`src/rtl/cache_mem_ctrl.sv`:
```
// Responder end of the cache-to-memory protocol: arbitrates icache/dcache word accesses onto one RAM.
// Define MEMCTRL_STATS_EN to add the dword_cnt/iword_cnt completed-word counters.
module cache_mem_ctrl #(
    parameter int MAX_DSTREAK = 8,
    parameter int TIMEOUT     = 255
) (
    input  logic        CLK,
    input  logic        nRST,
    input  logic        iREN,
    input  logic [31:0] iaddr,
    output logic [31:0] iload,
    output logic        iwait,
    input  logic        dREN,
    input  logic        dWEN,
    input  logic [31:0] daddr,
    input  logic [31:0] dstore,
    output logic [31:0] dload,
    output logic        dwait,
    output logic        ramREN,
    output logic        ramWEN,
    output logic [31:0] ramaddr,
    output logic [31:0] ramstore,
    input  logic [31:0] ramload,
    input  logic        ram_rdy,
`ifdef MEMCTRL_STATS_EN
    output logic [31:0] dword_cnt,
    output logic [31:0] iword_cnt,
`endif
    output logic        ram_err
);

    typedef enum logic [1:0] {
        IDLE = 2'd0,
        DSVC = 2'd1,
        ISVC = 2'd2
    } state_t;

    localparam logic [3:0] STREAK_LAST = 4'(MAX_DSTREAK - 1);
    localparam logic [7:0] TMO_LIMIT   = 8'(TIMEOUT);

    state_t     state;
    state_t     next_state;
    logic [3:0] streak;
    logic [3:0] next_streak;
    logic [7:0] tmo;
    logic [7:0] next_tmo;

    logic dreq;
    logic d_done;
    logic i_done;
    logic strobe;

    // A word only completes while its requester still asserts the request.
    assign dreq   = dREN | dWEN;
    assign d_done = (state == DSVC) && dreq && ram_rdy;
    assign i_done = (state == ISVC) && iREN && ram_rdy;
    assign strobe = ((state == DSVC) && dreq) || ((state == ISVC) && iREN);

    assign iload = ramload;
    assign dload = ramload;

    always_comb begin
        ramREN   = 1'b0;
        ramWEN   = 1'b0;
        ramaddr  = '0;
        ramstore = '0;
        iwait    = 1'b1;
        dwait    = 1'b1;
        case (state)
            DSVC: begin
                ramWEN   = dWEN;
                ramREN   = dREN & ~dWEN;
                ramaddr  = daddr;
                ramstore = dstore;
                dwait    = ~d_done;
            end
            ISVC: begin
                ramREN  = iREN;
                ramaddr = iaddr;
                iwait   = ~i_done;
            end
            default: ;
        endcase
    end

    // Arbitration: dcache wins, but after MAX_DSTREAK back-to-back dcache words a waiting icache word goes next.
    always_comb begin
        next_state = state;
        case (state)
            IDLE: begin
                if (dreq)
                    next_state = DSVC;
                else if (iREN)
                    next_state = ISVC;
            end
            DSVC: begin
                if (!dreq)
                    next_state = iREN ? ISVC : IDLE;
                else if (d_done && iREN && (streak == STREAK_LAST))
                    next_state = ISVC;
            end
            ISVC: begin
                if (i_done || !iREN) begin
                    if (dreq)
                        next_state = DSVC;
                    else if (iREN)
                        next_state = ISVC;
                    else
                        next_state = IDLE;
                end
            end
            default: next_state = IDLE;
        endcase
    end

    always_comb begin
        next_streak = '0;
        if ((state == DSVC) && (next_state == DSVC)) begin
            next_streak = streak;
            if (d_done && (streak != STREAK_LAST))
                next_streak = streak + 4'd1;
        end
    end

    // The timeout counter holds at its limit so a very long stall cannot wrap it back below.
    always_comb begin
        next_tmo = '0;
        if ((state != IDLE) && !ram_rdy && (next_state == state)) begin
            next_tmo = tmo;
            if (strobe && (tmo != TMO_LIMIT))
                next_tmo = tmo + 8'd1;
        end
    end

    always_ff @(posedge CLK or negedge nRST) begin
        if (!nRST) begin
            state     <= IDLE;
            streak    <= '0;
            tmo       <= '0;
            ram_err   <= 1'b0;
`ifdef MEMCTRL_STATS_EN
            dword_cnt <= '0;
            iword_cnt <= '0;
`endif
        end else begin
            state   <= next_state;
            streak  <= next_streak;
            tmo     <= next_tmo;
            ram_err <= ram_err | (next_tmo == TMO_LIMIT);
`ifdef MEMCTRL_STATS_EN
            if (d_done)
                dword_cnt <= dword_cnt + 32'd1;
            if (i_done)
                iword_cnt <= iword_cnt + 32'd1;
`endif
        end
    end

endmodule

```
`config.mk`:
```
export PLATFORM = sky130hd
export DESIGN_NAME = cache_mem_ctrl
export DESIGN_NICKNAME = d
export VERILOG_FILES = /design/src/rtl/cache_mem_ctrl.sv
export SDC_FILE = /design/constraint.sdc
export NUM_CORES = 1
export LEC_CHECK = 0
export BUFFER_PORTS_ARGS = -buffer_cell sky130_fd_sc_hd__buf_4
export CAP_MARGIN = 10
export CORE_AREA = 3 3 102 104
export CTS_CLUSTER_DIAMETER = 80
export DETAILED_ROUTE_END_ITERATION = 12
export DIE_AREA = 0 0 105 107
export GPL_TIMING_DRIVEN = 0
export SETUP_SLACK_MARGIN = 0.1
export SLEW_MARGIN = 0
export SYNTH_ARGS = -nofsm -noshare
export SYNTH_HDL_FRONTEND = slang
export SYNTH_SLANG_ARGS = --single-unit
```
`constraint.sdc`:
```
create_clock -name CLK -period 2.31 [get_ports CLK]
set_input_delay 0.231 -clock CLK [delete_from_list [all_inputs] [get_ports CLK]]
set_output_delay 0.231 -clock CLK [all_outputs]
set_load 0.01 [all_outputs]
```
### Yosys cells after proc, flatten, opt, wreduce, memory -nomap -nowiden

Index checks and enable logic that the tools add are counted.

* flip-flop bits (word level): 15
* bits in latches: 0
* bits in writable memories: 0
* ROM bits: 0
* input port bits: 134
* memories: 0

* $add $sub $neg: 2
* multiply operators: 0
* div/mod/pow operators: 0
* magnitude comparators: 0
* equality and inequality tests: 9
* shift-type cells: 0
* muxes and demuxes: 18
* bitwise logic cells: 6
* reduce and logical (&&, ||, !) cells: 17

Operator list (number)
* $pmux 32 s2: 1
* $mux 32: 1
* $mux 8: 2
* $mux 2: 7
* $logic_and 1x1->1: 11
* $add 8x1->8 const B: 1
* $eq 8x8->1 const B: 1
* $mux 4: 2
* $ne 8x8->1 const B: 1
* $pmux 2 s3: 1
* $add 4x1->4 const B: 1
* $eq 2x1->1 const B: 2
* $eq 4x3->1 const B: 1
* $ne 4x3->1 const B: 1
* $mux 1: 3
* $not 1->1: 3
* $eq 2x2->1: 1
* $eq 2x2->1 const B: 1
* $logic_not 1->1: 2
* $logic_not 2->1: 1
* $logic_or 1x1->1: 2
* $ne 2x1->1 const B: 1
* $or 1x1->1: 2
* $pmux 1 s2: 1
* 2 further kinds: 2

### Depth between registers and ports, before layout

Gate-level depths: netlist of run 1.

* depth in word-level cells: 13
* mapped depth: 8

### Worst setup path after synthesis of run 1

No wires, ideal clock.

* path kind: register to register
* from: register state[1]
* to: register ram_err
* setup time: 0.103 ns
* arrival: 2.021 ns
* slack: 0.185 ns
* stages on the path, launching flop included: 9
* buffers on the path: 1
* clock period less this slack: 2.125 ns
* cells stage by stage: dfrtp_1 -> inv_1 -> ha_1 -> buf_2 -> o21a_2 -> o32ai_4 -> or3b_1 -> a211o_1 -> o41ai_2

* cells in the longest elaborated chain, start to end: 13
* elaborated cells on any way between the ends: 26
* classes of those cells: eq/ne (4); mux (8); bitwise (1); reduce/logical (13)

RTL lines
* from (decl): line 41 `state_t state;`
* from (signal assigned): line 146 `state <= next_state;`
* $eq 2x1->1: line 55, 57, 89
* $logic_and 1x1->1: line 55, 57
* $logic_and 1x1->1: line 55 `assign d_done = (state == DSVC) && dreq && ram_rdy;`
* $logic_and 1x1->1 (2 in a row): line 99 `else if (d_done && iREN && (streak == STREAK_LAST))`
* $mux 2: line 99
* $mux 2: line 97 `if (!dreq)`
* $pmux 2 s3: line 89 `case (state)`
* $eq 2x2->1: line 128 `if ((state != IDLE) && !ram_rdy && (next_state == state)) begin`
* $logic_and 1x1->1: line 128
* $mux 8 (*): line 128
* $eq 8x8->1 (*): line 149 `ram_err <= ram_err | (next_tmo == TMO_LIMIT);`
* $or 1x1->1 (*): line 149
* to (signal assigned): line 149
* to (decl): line 29 `output logic ram_err`

Every way passes the cells marked *; elsewhere a longest branch is shown, timed or not.
A chain may end at the register's enable or synchronous reset.

### Worst setup path after layout of run 1

* from: register tmo[0]
* to: register ram_err

* cells in the longest elaborated chain, start to end: 6
* elaborated cells on any way between the ends: 7
* classes of those cells: add/sub (1); eq/ne (2); mux (2); bitwise (1); reduce/logical (1)

RTL lines
* from (decl): line 45 `logic [7:0] tmo;`
* from (signal assigned): line 148 `tmo <= next_tmo;`
* branches (longest 2 deep; another with $add 8x1->8)
* $mux 8 (*): line 130 `if (strobe && (tmo != TMO_LIMIT))`
* $mux 8 (*): line 128
* $eq 8x8->1 (*): line 149
* $or 1x1->1 (*): line 149

Mark *: on every way between the ends.

==> impl_metrics.ini, run 1 <==
[route]
route.met3.wl_um = 960
drc = 0
drt-initial-drc-count = 103
wirelength_um = 9799
num_vias = 2914
dr.pass1.iters = 4
highest_layer = met4
met2RoutedLength_um = 5434
antenna_left = 0
drt-met1-wl_um = 3385
wire_per_inst_um = 14.54
drt-vias-per-instance = 4.323

[timing]
setup_violations = 0
slew_headroom_pct = 72.39
rsz0062_at_grt = false
worst_pin_slew_ns = 0.4141
final_min_period_over_clock_period_pct = 91.05
fin_skew_ns = 0.002232
fmax_mhz = 475.5
maxSlewViolCount = 0
fin_crit_ns = 2.103
whs_ns = 0.3773
hold_violations = 0

[synthesis]
synth_warnings = 0
syn_inst = 294
synth_area_sq_um = 2283
synth-seq-cells = 15
synth_cell_types = 47
synth_top_area_share_pct = 21.04
ys_async_sr_fraction_pct = 100.0
synth_nets = 434
ys_seq_area_share_pct = 16.44
synthTopCellsByArea = buf_4 (21%), dfrtp_1 (16%), a22oi_1 (11%)
ys.flop_type = dfrtp_1
syn_avg_cell_area_sq_um = 7.767
yosysTopAreaCell = buf_4
synth_edf_count = 0

[worst_setup_path]
endpoint_kind = register
crit_fanout = 7
slowest_stage = dfrtp_2
max_stage_delay_ns = 0.45
required_ns = 2.46
path_class = register to register
cpLargestDelayFamily = compound AO/OA/AOI/OAI gates
crit_path_start_kind = register
crit_chain = ha_4 > nand3_1 > o32ai_4 > o22ai_1 > or2_2 > o41ai_2
cp_num_buf_inv = 0
arrival_ns = 2.25

[final_layout]
area_growth_pct = 92.16
drive_gt1_share_pct = 62.85
layout.nets = 682
n_antenna_cell = 0
stdcell_area_sq_um = 4388

[pwr]
p_int_mw = 1.899
pwr-share-clk_pct = 6.3
swShare_pct = 44.68
p_switching_mw = 1.533
peakVddDrop_mv = 0.3252
p_comb_share_pct = 84.1
powerDensity_nw_per_um2 = 782.1
power_frac_seq_pct = 9.7
p_leak_nw = 2.186

[clocking]
cts.htree.levels = 1
cts_tree = yes
clkTransAtPathRegs_ns = 0.06
clk_path_buf_depth = 2
clock-sinks = 15
numCtsBuffers = 3
cts_root_buf = clkbuf_8
clock_latency_ns = 0.25

[hold_path]
holdCritPathClass = input pin to async pin

[placed_design]
dp_hpwl_um = 8550
gp_congestion = 0.8663
portBuffers = 234
placed_area_sq_um = 4207

[global_route]
grt.total_usage_pct = 15.43
grt_pass1_vias = 2767
grt_pass1_wl_um = 14170
grt-ovfl-total = 0
antenna_found_initial = 0
grt_max_degree = 16

[floorplan]
die_w_um = 105
ios = 267
num_rows = 36
die-area_sq_um = 11240
initial_core_util_pct = 23.69
die_y_um = 107
coreArea_sq_um = 9639

[flow_run]
drv_cap = 0

[run_status]
status = completed
-- registers in the layout (all words and copies together), names as in the netlist --
| signal | flops |
|---|---|
| ram_err | 1 |
| state | 2 |
| streak | 4 |
| tmo | 8 |
-- power groups by stage --
| stage | sequential (mW) | combinational [mW] | clock (mW) |
|---|---|---|---|
| 6_report | 0.331 | 2.89 | 0.215 |
| 3_3_place_gp | 0.335 | 2.74 | 0 |
| 5_1_grt | 0.335 | 3.14 | 0.230 |
| 3_5_place_dp | 0.334 | 2.76 | 0 |
| 4_1_cts | 0.323 | 2.83 | 0.219 |
| 2_1_floorplan | 0.324 | 1.52 | 0 |
-- metrics by stage --
step / util [%] / TNS, ns / std cells / power (mW) / setup slack, ns
3_5_place_dp: 43.64 / -0.5141 / 661 / 3.092 / -0.09154
2_1_floorplan: - / 0 / 294 / 1.842 / 0.1851
3_3_place_gp: 43.64 / -0.08609 / 661 / 3.072 / -0.06174
4_1_cts: 44.59 / 0 / 668 / 3.375 / 0.1016
6_report: 45.52 / 0 / 674 / 3.432 / 0.2067
5_1_grt: 45.52 / 0 / 674 / 3.708 / 0.09302
-- placed cells by master, fill, tap and decap left out, types with 2 or more instances in the layout --
| cell | n |
|---|---|
| buf_6 | 2 |
| nand3b_1 | 2 |
| clkbuf_8 | 3 |
| nand3_1 | 8 |
| or3_1 | 2 |
| nor2b_1 | 34 |
| a21oi_1 | 4 |
| a211oi_1 | 3 |
| nand4_1 | 4 |
| inv_2 | 2 |
| o21ai_0 | 4 |
| mux2i_1 | 4 |
| inv_1 | 3 |
| xor2_1 | 2 |
| dfrtp_2 | 3 |
| nor3_1 | 9 |
| o211ai_1 | 2 |
| xnor2_1 | 2 |
| nor2_1 | 6 |
| nand2b_1 | 2 |
| buf_4 | 306 |
| a22oi_1 | 32 |
| and2_1 | 33 |
| ha_1 | 4 |
| clkbuf_2 | 10 |
| clkbuf_1 | 5 |
| nand2_1 | 11 |
| dfrtp_1 | 12 |
| a21boi_0 | 2 |
-- final timing paths --
| check | from | end | slack (ns) | depth (start not counted) |
|---|---|---|---|---|
| setup / recovery | tmo[0] | ram_err | 0.21 | 6 |
| hold / removal | nRST | tmo[3] | 0.38 | 2 |
| setup reg to reg | tmo[0] | ram_err | 0.21 | 6 |
| hold reg to reg | ram_err | ram_err | 0.48 | 2 |
| max in group asynchronous | nRST | state[0] | 1.74 | 2 |
| min in group CLK | ram_rdy | tmo[5] | 0.43 | 4 |
-- kinds of logic (layout without fill, tap and decap cells) --
kind of cell | count (synthesis) | after routing | synth area share [%]
compound gates | 58 | 58 | 20.55
xor+xnor | 5 | 5 | 2.247
fa+ha+maj | 6 | 6 | 3.288
buf+inv | 85 | 332 | 24.66
flops | 15 | 15 | 16.44
mux | 5 | 5 | 2.247
simple gates | 120 | 120 | 30.58
-- final cells by class --
| class | instances | area [sq um] |
|---|---|---|
| Multi-Input combinational cell | 194 | 1384 |
| Tap cell | 133 | 166.4 |
| Buffer | 80 | 568.0 |
| Sequential cell | 15 | 379.1 |
| Timing Repair Buffer | 243 | 1827 |
| Fill cell | 1013 | 5251 |
| Clock buffer | 4 | 45.04 |
| Inverter | 5 | 18.77 |
-- synth_stat cells, types with 3 or more instances --
library cell  number
nand2_1           12
nand4_1            4
nand3_1            8
a21oi_1            4
a22oi_1           32
and2_1            33
ha_1               6
nor2b_1           34
inv_1              5
nor3_1             9
nor2_1             6
o21ai_0            4
buf_4             64
a211oi_1           3
dfrtp_1           15
mux2i_1            4
clkbuf_1          13
-- routing by layer --
metal / track usage [%] / vias to the layer above
met5: 0 / -
met4: 1.687 / 0
met3: 5.479 / 2
met2: 30.06 / 135
met1: 16.35 / 1328
li1: - / 1449
-- timing repair --
item | 4_1_cts | 5_1_grt
hold endpoints to repair | 15 | 0
hold buffers | 1 | 0
resized for setup | 11 | 18
setup endpoints to repair | 70 | 48
pin swaps | 0 | 3
setup buffers | 2 | 6
Power figures use the tool's default switching activity.
==> inputs of run 2 (changes only) <==
--- a/config.mk
+++ b/config.mk
@@ -5,12 +5,13 @@
 export SDC_FILE = /design/constraint.sdc
 export NUM_CORES = 1
 export LEC_CHECK = 0
+export ABC_AREA = 1
 export BUFFER_PORTS_ARGS = -buffer_cell sky130_fd_sc_hd__buf_4
 export CAP_MARGIN = 10
-export CORE_AREA = 3 3 102 104
+export CORE_AREA = 3 3 103 105
 export CTS_CLUSTER_DIAMETER = 80
 export DETAILED_ROUTE_END_ITERATION = 12
-export DIE_AREA = 0 0 105 107
+export DIE_AREA = 0 0 106 108
 export GPL_TIMING_DRIVEN = 0
 export SETUP_SLACK_MARGIN = 0.1
 export SLEW_MARGIN = 0
==> run 2 against run 1 <==
Against the previous run:
- critical endpoint is now ramstore[14]
- setup slack improved by 0.016 ns
- critical path depth increased by 2
- hold slack worse by 0.0073 ns
- non-clock buffer count shrank 8
- via count grew 7.9%
- clock skew is 0.0011 ns higher
- register-to-register slack improved by 0.11 ns
- power down 14%
- sequential cell count stayed put
==> impl_metrics.ini, run 2 <==
[pwr]
power_frac_seq_pct = 10.6
p_int_mw = 1.484
swShare_pct = 49.54
peakVddDrop_mv = 0.3420
p_comb_share_pct = 82.2
powerDensity_nw_per_um2 = 679.4
p_leak_nw = 2.576
pwr-share-clk_pct = 7.3
p_switching_mw = 1.457

[synthesis]
synthTopCellsByArea = nand2_1 (22%), buf_4 (21%), dfrtp_1 (16%)
synth_nets = 539
synth_edf_count = 0
ys_seq_area_share_pct = 16.30
ys.flop_type = dfrtp_1
synth_commonest_cells = nand2_1 (132), buf_4 (64), inv_1 (53)
syn_inst = 399
syn_avg_cell_area_sq_um = 5.773
ys_async_sr_fraction_pct = 100.0
yosysTopAreaCell = nand2_1
synth_warnings = 0
synth_cell_types = 29
synth_area_sq_um = 2303
synth-seq-cells = 15
synth_top_area_share_pct = 21.51
synth.most_common_cell = nand2_1

[floorplan]
die_y_um = 108
die_w_um = 106
ios = 267
initial_core_util_pct = 23.68
coreArea_sq_um = 9729
die-area_sq_um = 11450
num_rows = 36

[worst_setup_path]
rr_endpoint = ram_err
endpoint_kind = output port
cpLargestDelayFamily = buffers and inverters
crit_path_start_kind = register
path_class = register to output port
arrival_ns = 1.86
crit_top_cell = buf_2
setup.worst_path.start = state[1]
slowest_stage = dfrtp_2
cp_num_buf_inv = 6
rr_startpoint = state[1]
crit_chain = inv_2 > ha_1 > buf_2 > clkbuf_4 > buf_2 > nand2_1 > inv_1 > buf_4
reg2reg_slack_ns = 0.32
max_stage_delay_ns = 0.45
r2r_cells = 13
crit_fanout = 10
required_ns = 2.08

[final_layout]
drive_gt1_share_pct = 53.52
layout.nets = 780
fill_cells = 1011
area_growth_pct = 87.89
n_antenna_cell = 0
layout_commonest_cell = buf_4
largest_register_ffs = 8
regMostFlops = tmo
final_cell_mix = buf_4 (300), nand2_1 (131), inv_1 (51)
largestRegisters = tmo (8), streak (4), state (2)

[route]
drt-vias-per-instance = 4.074
drc = 0
wire_per_inst_um = 12.04
drt-initial-drc-count = 94
wirelength_um = 9294
num_vias = 3145
antenna_left = 0
dr.pass1.iters = 4

[placed_design]
dp_hpwl_um = 8141
gp_congestion = 0.8459
dpl_worst_slack_ns = 0.01961
portBuffers = 234

[clocking]
clock_latency_ns = 0.25
cts_root_buf = clkbuf_8
clock-sinks = 15
numCtsBuffers = 3
cts_tree = yes
clk_path_buf_depth = 2
cts.htree.levels = 1
clkTransAtPathRegs_ns = 0.06

[timing]
fin_crit_ns = 2.088
worst_pin_slew_ns = 0.4322
fin_skew_ns = 0.003346
slew_headroom_pct = 71.19
finalWorstSetupSlack_ns = 0.2223
tns_ns = 0
hold_violations = 0
maxSlewViolCount = 0
final_min_period_over_clock_period_pct = 90.38
fmax_mhz = 479.0
rsz0062_at_grt = true
setup_violations = 0

[flow_run]
drv_cap = 0

[global_route]
grt.total_usage_pct = 15.03
grt_max_degree = 16
grt_pass1_vias = 3063
grt_pass1_wl_um = 14300
grt-ovfl-total = 0
antenna_found_initial = 0

[run_status]
status = completed

[hold_path]
holdCritPathClass = input pin to async pin
run 2: changes by cell type in the layout (fill, tap and decap cells not counted), moves of 9 or more:
| cell | change |
|---|---|
| and2_1 | -33 |
| nand2_1 | +120 |
| buf_2 | +9 |
| nor2_1 | +12 |
| inv_1 | +48 |
| a21oi_1 | +38 |
| a22oi_1 | -32 |
| nor2b_1 | -34 |
run 2: worst reg2reg max path, stage by stage (launching register included):
cell and delay (ns):
dfrtp_2 0.45, inv_2 0.10, ha_1 0.14, buf_2 0.18, inv_2 0.07, o21ai_2 0.23
nand2_2 0.14, inv_2 0.12, nand3b_1 0.11, nand2_1 0.08, nand3_1 0.10, nor2_1 0.11
nand2_1 0.05, nand2_1 0.05
run 2: how the worst max path moves through the flow:
stage               slack, ns           end  depth (start not counted)
floorplan                0.42       ram_err                         15
finish                   0.22  ramstore[14]                          8
detailed placement       0.02  ramstore[14]                          8
global placement         0.05  ramstore[14]                          8
CTS                       0.1  ramstore[14]                          8
global route             0.08   ramstore[8]                          8
run 2: power by group through the flow:
stage          registers, mW  logic (mW)  clock network [mW]
2_1_floorplan          0.309        1.27                   0
3_3_place_gp           0.314        2.35                   0
3_5_place_dp           0.314        2.38                   0
4_1_cts                0.309        2.41               0.223
5_1_grt                0.315        2.67               0.239
6_report               0.311        2.42               0.214
run 2: kinds of logic after synthesis:
group	Yosys count	share of synthesized area (%)
fa+ha+maj	6	3.259
buf+inv	141	33.51
compound gates	51	11.62
xor+xnor	4	1.521
flops	15	16.30
simple gates	182	33.79
run 2: layer usage:
layer	wire (um)	track usage (%)	vias to the layer above
met4	175	3.330	0
met2	4999	30.05	156
met5	0	0	-
met1	3324	16.19	1350
met3	794	2.985	14
li1	-	-	1625
run 2: repair_timing:
action | CTS | global route
pin swaps | 0 | 1
setup endpoints to repair | 59 | 70
hold buffers | 1 | 0
hold endpoints to repair | 15 | 0
gates resized for setup | 11 | 12
buffers inserted | 0 | 1
run 2: final cells by class:
cell class | instances | area [sq um] | area share, %
Buffer | 79 | 558.0 | 12.89
Clock buffer | 3 | 41.29 | 0.9540
Multi-Input combinational cell | 243 | 1174 | 27.12
Tap cell | 133 | 166.4 | 3.845
Sequential cell | 15 | 376.6 | 8.702
Timing Repair Buffer | 236 | 1774 | 40.99
Clock inverter | 1 | 5.005 | 0.1156
Inverter | 62 | 232.7 | 5.377
run 2: metrics by stage:
stage / hold slack (ns) / area (sq um) / utilization (%) / total power [mW] / instances
after floorplan: -0.06459 / 2303 / - / 1.576 / 399
after global placement: 0.09870 / 4227 / 43.44 / 2.669 / 766
after detailed placement: 0.09924 / 4227 / 43.44 / 2.690 / 766
after CTS: 0.3808 / 4298 / 44.17 / 2.944 / 771
after global routing: 0.3857 / 4328 / 44.48 / 3.222 / 772
final: 0.3700 / 4328 / 44.48 / 2.940 / 772
==> inputs of run 3 (changes only) <==
--- a/config.mk
+++ b/config.mk
@@ -13,7 +13,9 @@
 export DETAILED_ROUTE_END_ITERATION = 12
 export DIE_AREA = 0 0 106 108
 export GPL_TIMING_DRIVEN = 0
-export SETUP_SLACK_MARGIN = 0.1
+export HOLD_SLACK_MARGIN = 0.02
+export PLACE_DENSITY_LB_ADDON = 0.1
+export SETUP_SLACK_MARGIN = 0.3
 export SLEW_MARGIN = 0
 export SYNTH_ARGS = -nofsm -noshare
 export SYNTH_HDL_FRONTEND = slang
==> run 3 against run 2 <==
Against the previous run:
- first-iteration DRC count shrank 38%
- combinational power grew 7%
- sequential cell count is the same
- die area is the same
- clock power is essentially flat
- sequential power is essentially flat
- critical path type is now register to register
- largest cell class unchanged
- largest power group unchanged
- highest routed layer unchanged
==> impl_metrics.ini, run 3 (synthesized netlist as in run 2, its figures left out) <==
[run_status]
status = completed

[timing]
tns_ns = 0
rsz0062_at_grt = true
whs_ns = 0.3684
fin_skew_ns = 0.006014
hold_violations = 0
worst_pin_slew_ns = 0.3613
fin_crit_ns = 1.926
slew_headroom_pct = 75.69
maxSlewViolCount = 0
final_min_period_over_clock_period_pct = 83.37
setup_violations = 0
fmax_mhz = 519.3

[final_layout]
area_growth_pct = 92.72
n_antenna_cell = 0
layout_commonest_cell = buf_4
drive_gt1_share_pct = 55.04
seq_area_sq_um = 376.6
regMostFlops = tmo
largest_register_ffs = 8
multiInputGateArea_sq_um = 1212
layout.nets = 786
largestRegisters = tmo (8), streak (4), state (2)
final_cell_mix = buf_4 (308), nand2_1 (131), inv_1 (51)
fill_cells = 1045

[worst_setup_path]
required_ns = 2.50
arrival_ns = 2.12
cpLargestDelayFamily = simple AND/OR/NAND/NOR gates
path_class = register to register
endpoint_kind = register
cp_num_buf_inv = 3
crit_top_cell = nand2_1
crit_path_start_kind = register
crit_fanout = 6
crit_chain = inv_2 > ha_1 > buf_6 > inv_2 > nor3_2 > o21ai_1 > nand3_2 > nand2_1 > nand2_1 > nand3_2 > nor2_4 > nand2_1 > nor2_1 > nand2_1 > nand2_1
slowest_stage = dfrtp_2
max_stage_delay_ns = 0.44

[floorplan]
initial_core_util_pct = 23.68
coreArea_sq_um = 9729
num_rows = 36
die_w_um = 106
die-area_sq_um = 11450
die_y_um = 108
ios = 267

[placed_design]
dp_hpwl_um = 8541
gp_congestion = 0.7921
portBuffers = 234

[route]
num_vias = 3164
drc = 0
wirelength_um = 9795
antenna_left = 0
drt-initial-drc-count = 58
drt-vias-per-instance = 4.067
wire_per_inst_um = 12.59
dr.pass1.iters = 4

[global_route]
grt_pass1_vias = 3056
antenna_found_initial = 0
grt.total_usage_pct = 16.02
grt_pass1_wl_um = 14920
grt-ovfl-total = 0
grt_max_degree = 16

[pwr]
p_leak_nw = 2.625
powerDensity_nw_per_um2 = 701.8
peakVddDrop_mv = 0.3634

[flow_run]
drv_cap = 0

[clocking]
clk_path_buf_depth = 2
numCtsBuffers = 3
cts_root_buf = clkbuf_8
clock_latency_ns = 0.25
cts_tree = yes
clkTransAtPathRegs_ns = 0.06
clock-sinks = 15
cts.htree.levels = 1

[hold_path]
holdCritPathClass = input pin to async pin
-- run 3: changes by cell type in the layout (fill, tap and decap cells not counted), moves of 2 or more --
cell	previous run	this run
buf_1	2	0
nand3_2	3	6
buf_4	300	308
buf_6	0	2
clkbuf_2	2	0
nand3_1	13	10
-- run 3: area by class of cell --
class | instances | area share [%]
timing repair buffer | 242 | 40.92
multi-input combinational | 243 | 27.31
buffer | 79 | 13.28
sequential | 15 | 8.484
inverter | 62 | 5.242
tap | 133 | 3.749
clock buffer | 4 | 1.015
-- run 3: through the flow --
step           area [sq um]  util [%]  std cells  setup slack [ns]  total power [mW]
2_1_floorplan          2303         -        399            0.4214             1.576
3_3_place_gp           4227     43.44        766           0.06071             2.704
3_5_place_dp           4227     43.44        766           0.01729             2.714
4_1_cts                4323     44.43        771            0.3024             3.028
5_1_grt                4439     45.63        778            0.2101             3.420
6_report               4439     45.63        778            0.3843             3.116
-- run 3: worst register-to-register path, delay by kind of cell, from the launching register on --
kind                       cells  cell delay, ns
adders and majority gates      1            0.16
DFF                            1            0.44
buffers and inverters          3            0.28
and+or+nand+nor               10            0.88
AOI/OAI and AO/OA              1            0.11
-- run 3: power breakdown --
group | leakage [nW] | switching (mW) | internal, mW
Sequential | 0.200 | 0.0229 | 0.286
Clock | 0.0228 | 0.0943 | 0.122
Combinational | 2.40 | 1.39 | 1.20
-- run 3: per-layer routing --
metal,vias to the layer above,global-route usage [%],routed length [um]
li1,1641,-,-
met3,8,3.463,840
met2,140,32.65,5592
met5,-,0,0
met4,0,2.128,92
met1,1375,17.15,3269
-- run 3: path summary, 6_finish.rpt --
path / cells after the start / start / slack [ns] / end
setup / recovery: 15 / state[1] / 0.38 / ram_err
max in group asynchronous: 2 / nRST / 1.74 / state[1]
min in group CLK: 6 / ram_rdy / 0.46 / tmo[1]
hold / removal: 2 / nRST / 0.37 / tmo[3]
hold reg to reg: 2 / ram_err / 0.47 / ram_err
setup reg to reg: 15 / state[1] / 0.38 / ram_err
-- run 3: repair_timing --
item                                   in CTS  in global routing
pin swaps                                   0                  4
resized for setup                          24                 18
setup buffers                               0                  6
gates cloned                                0                  1
endpoints found under the hold margin      15                  0
setup endpoints to repair                  73                 70
hold buffers                                1                  0
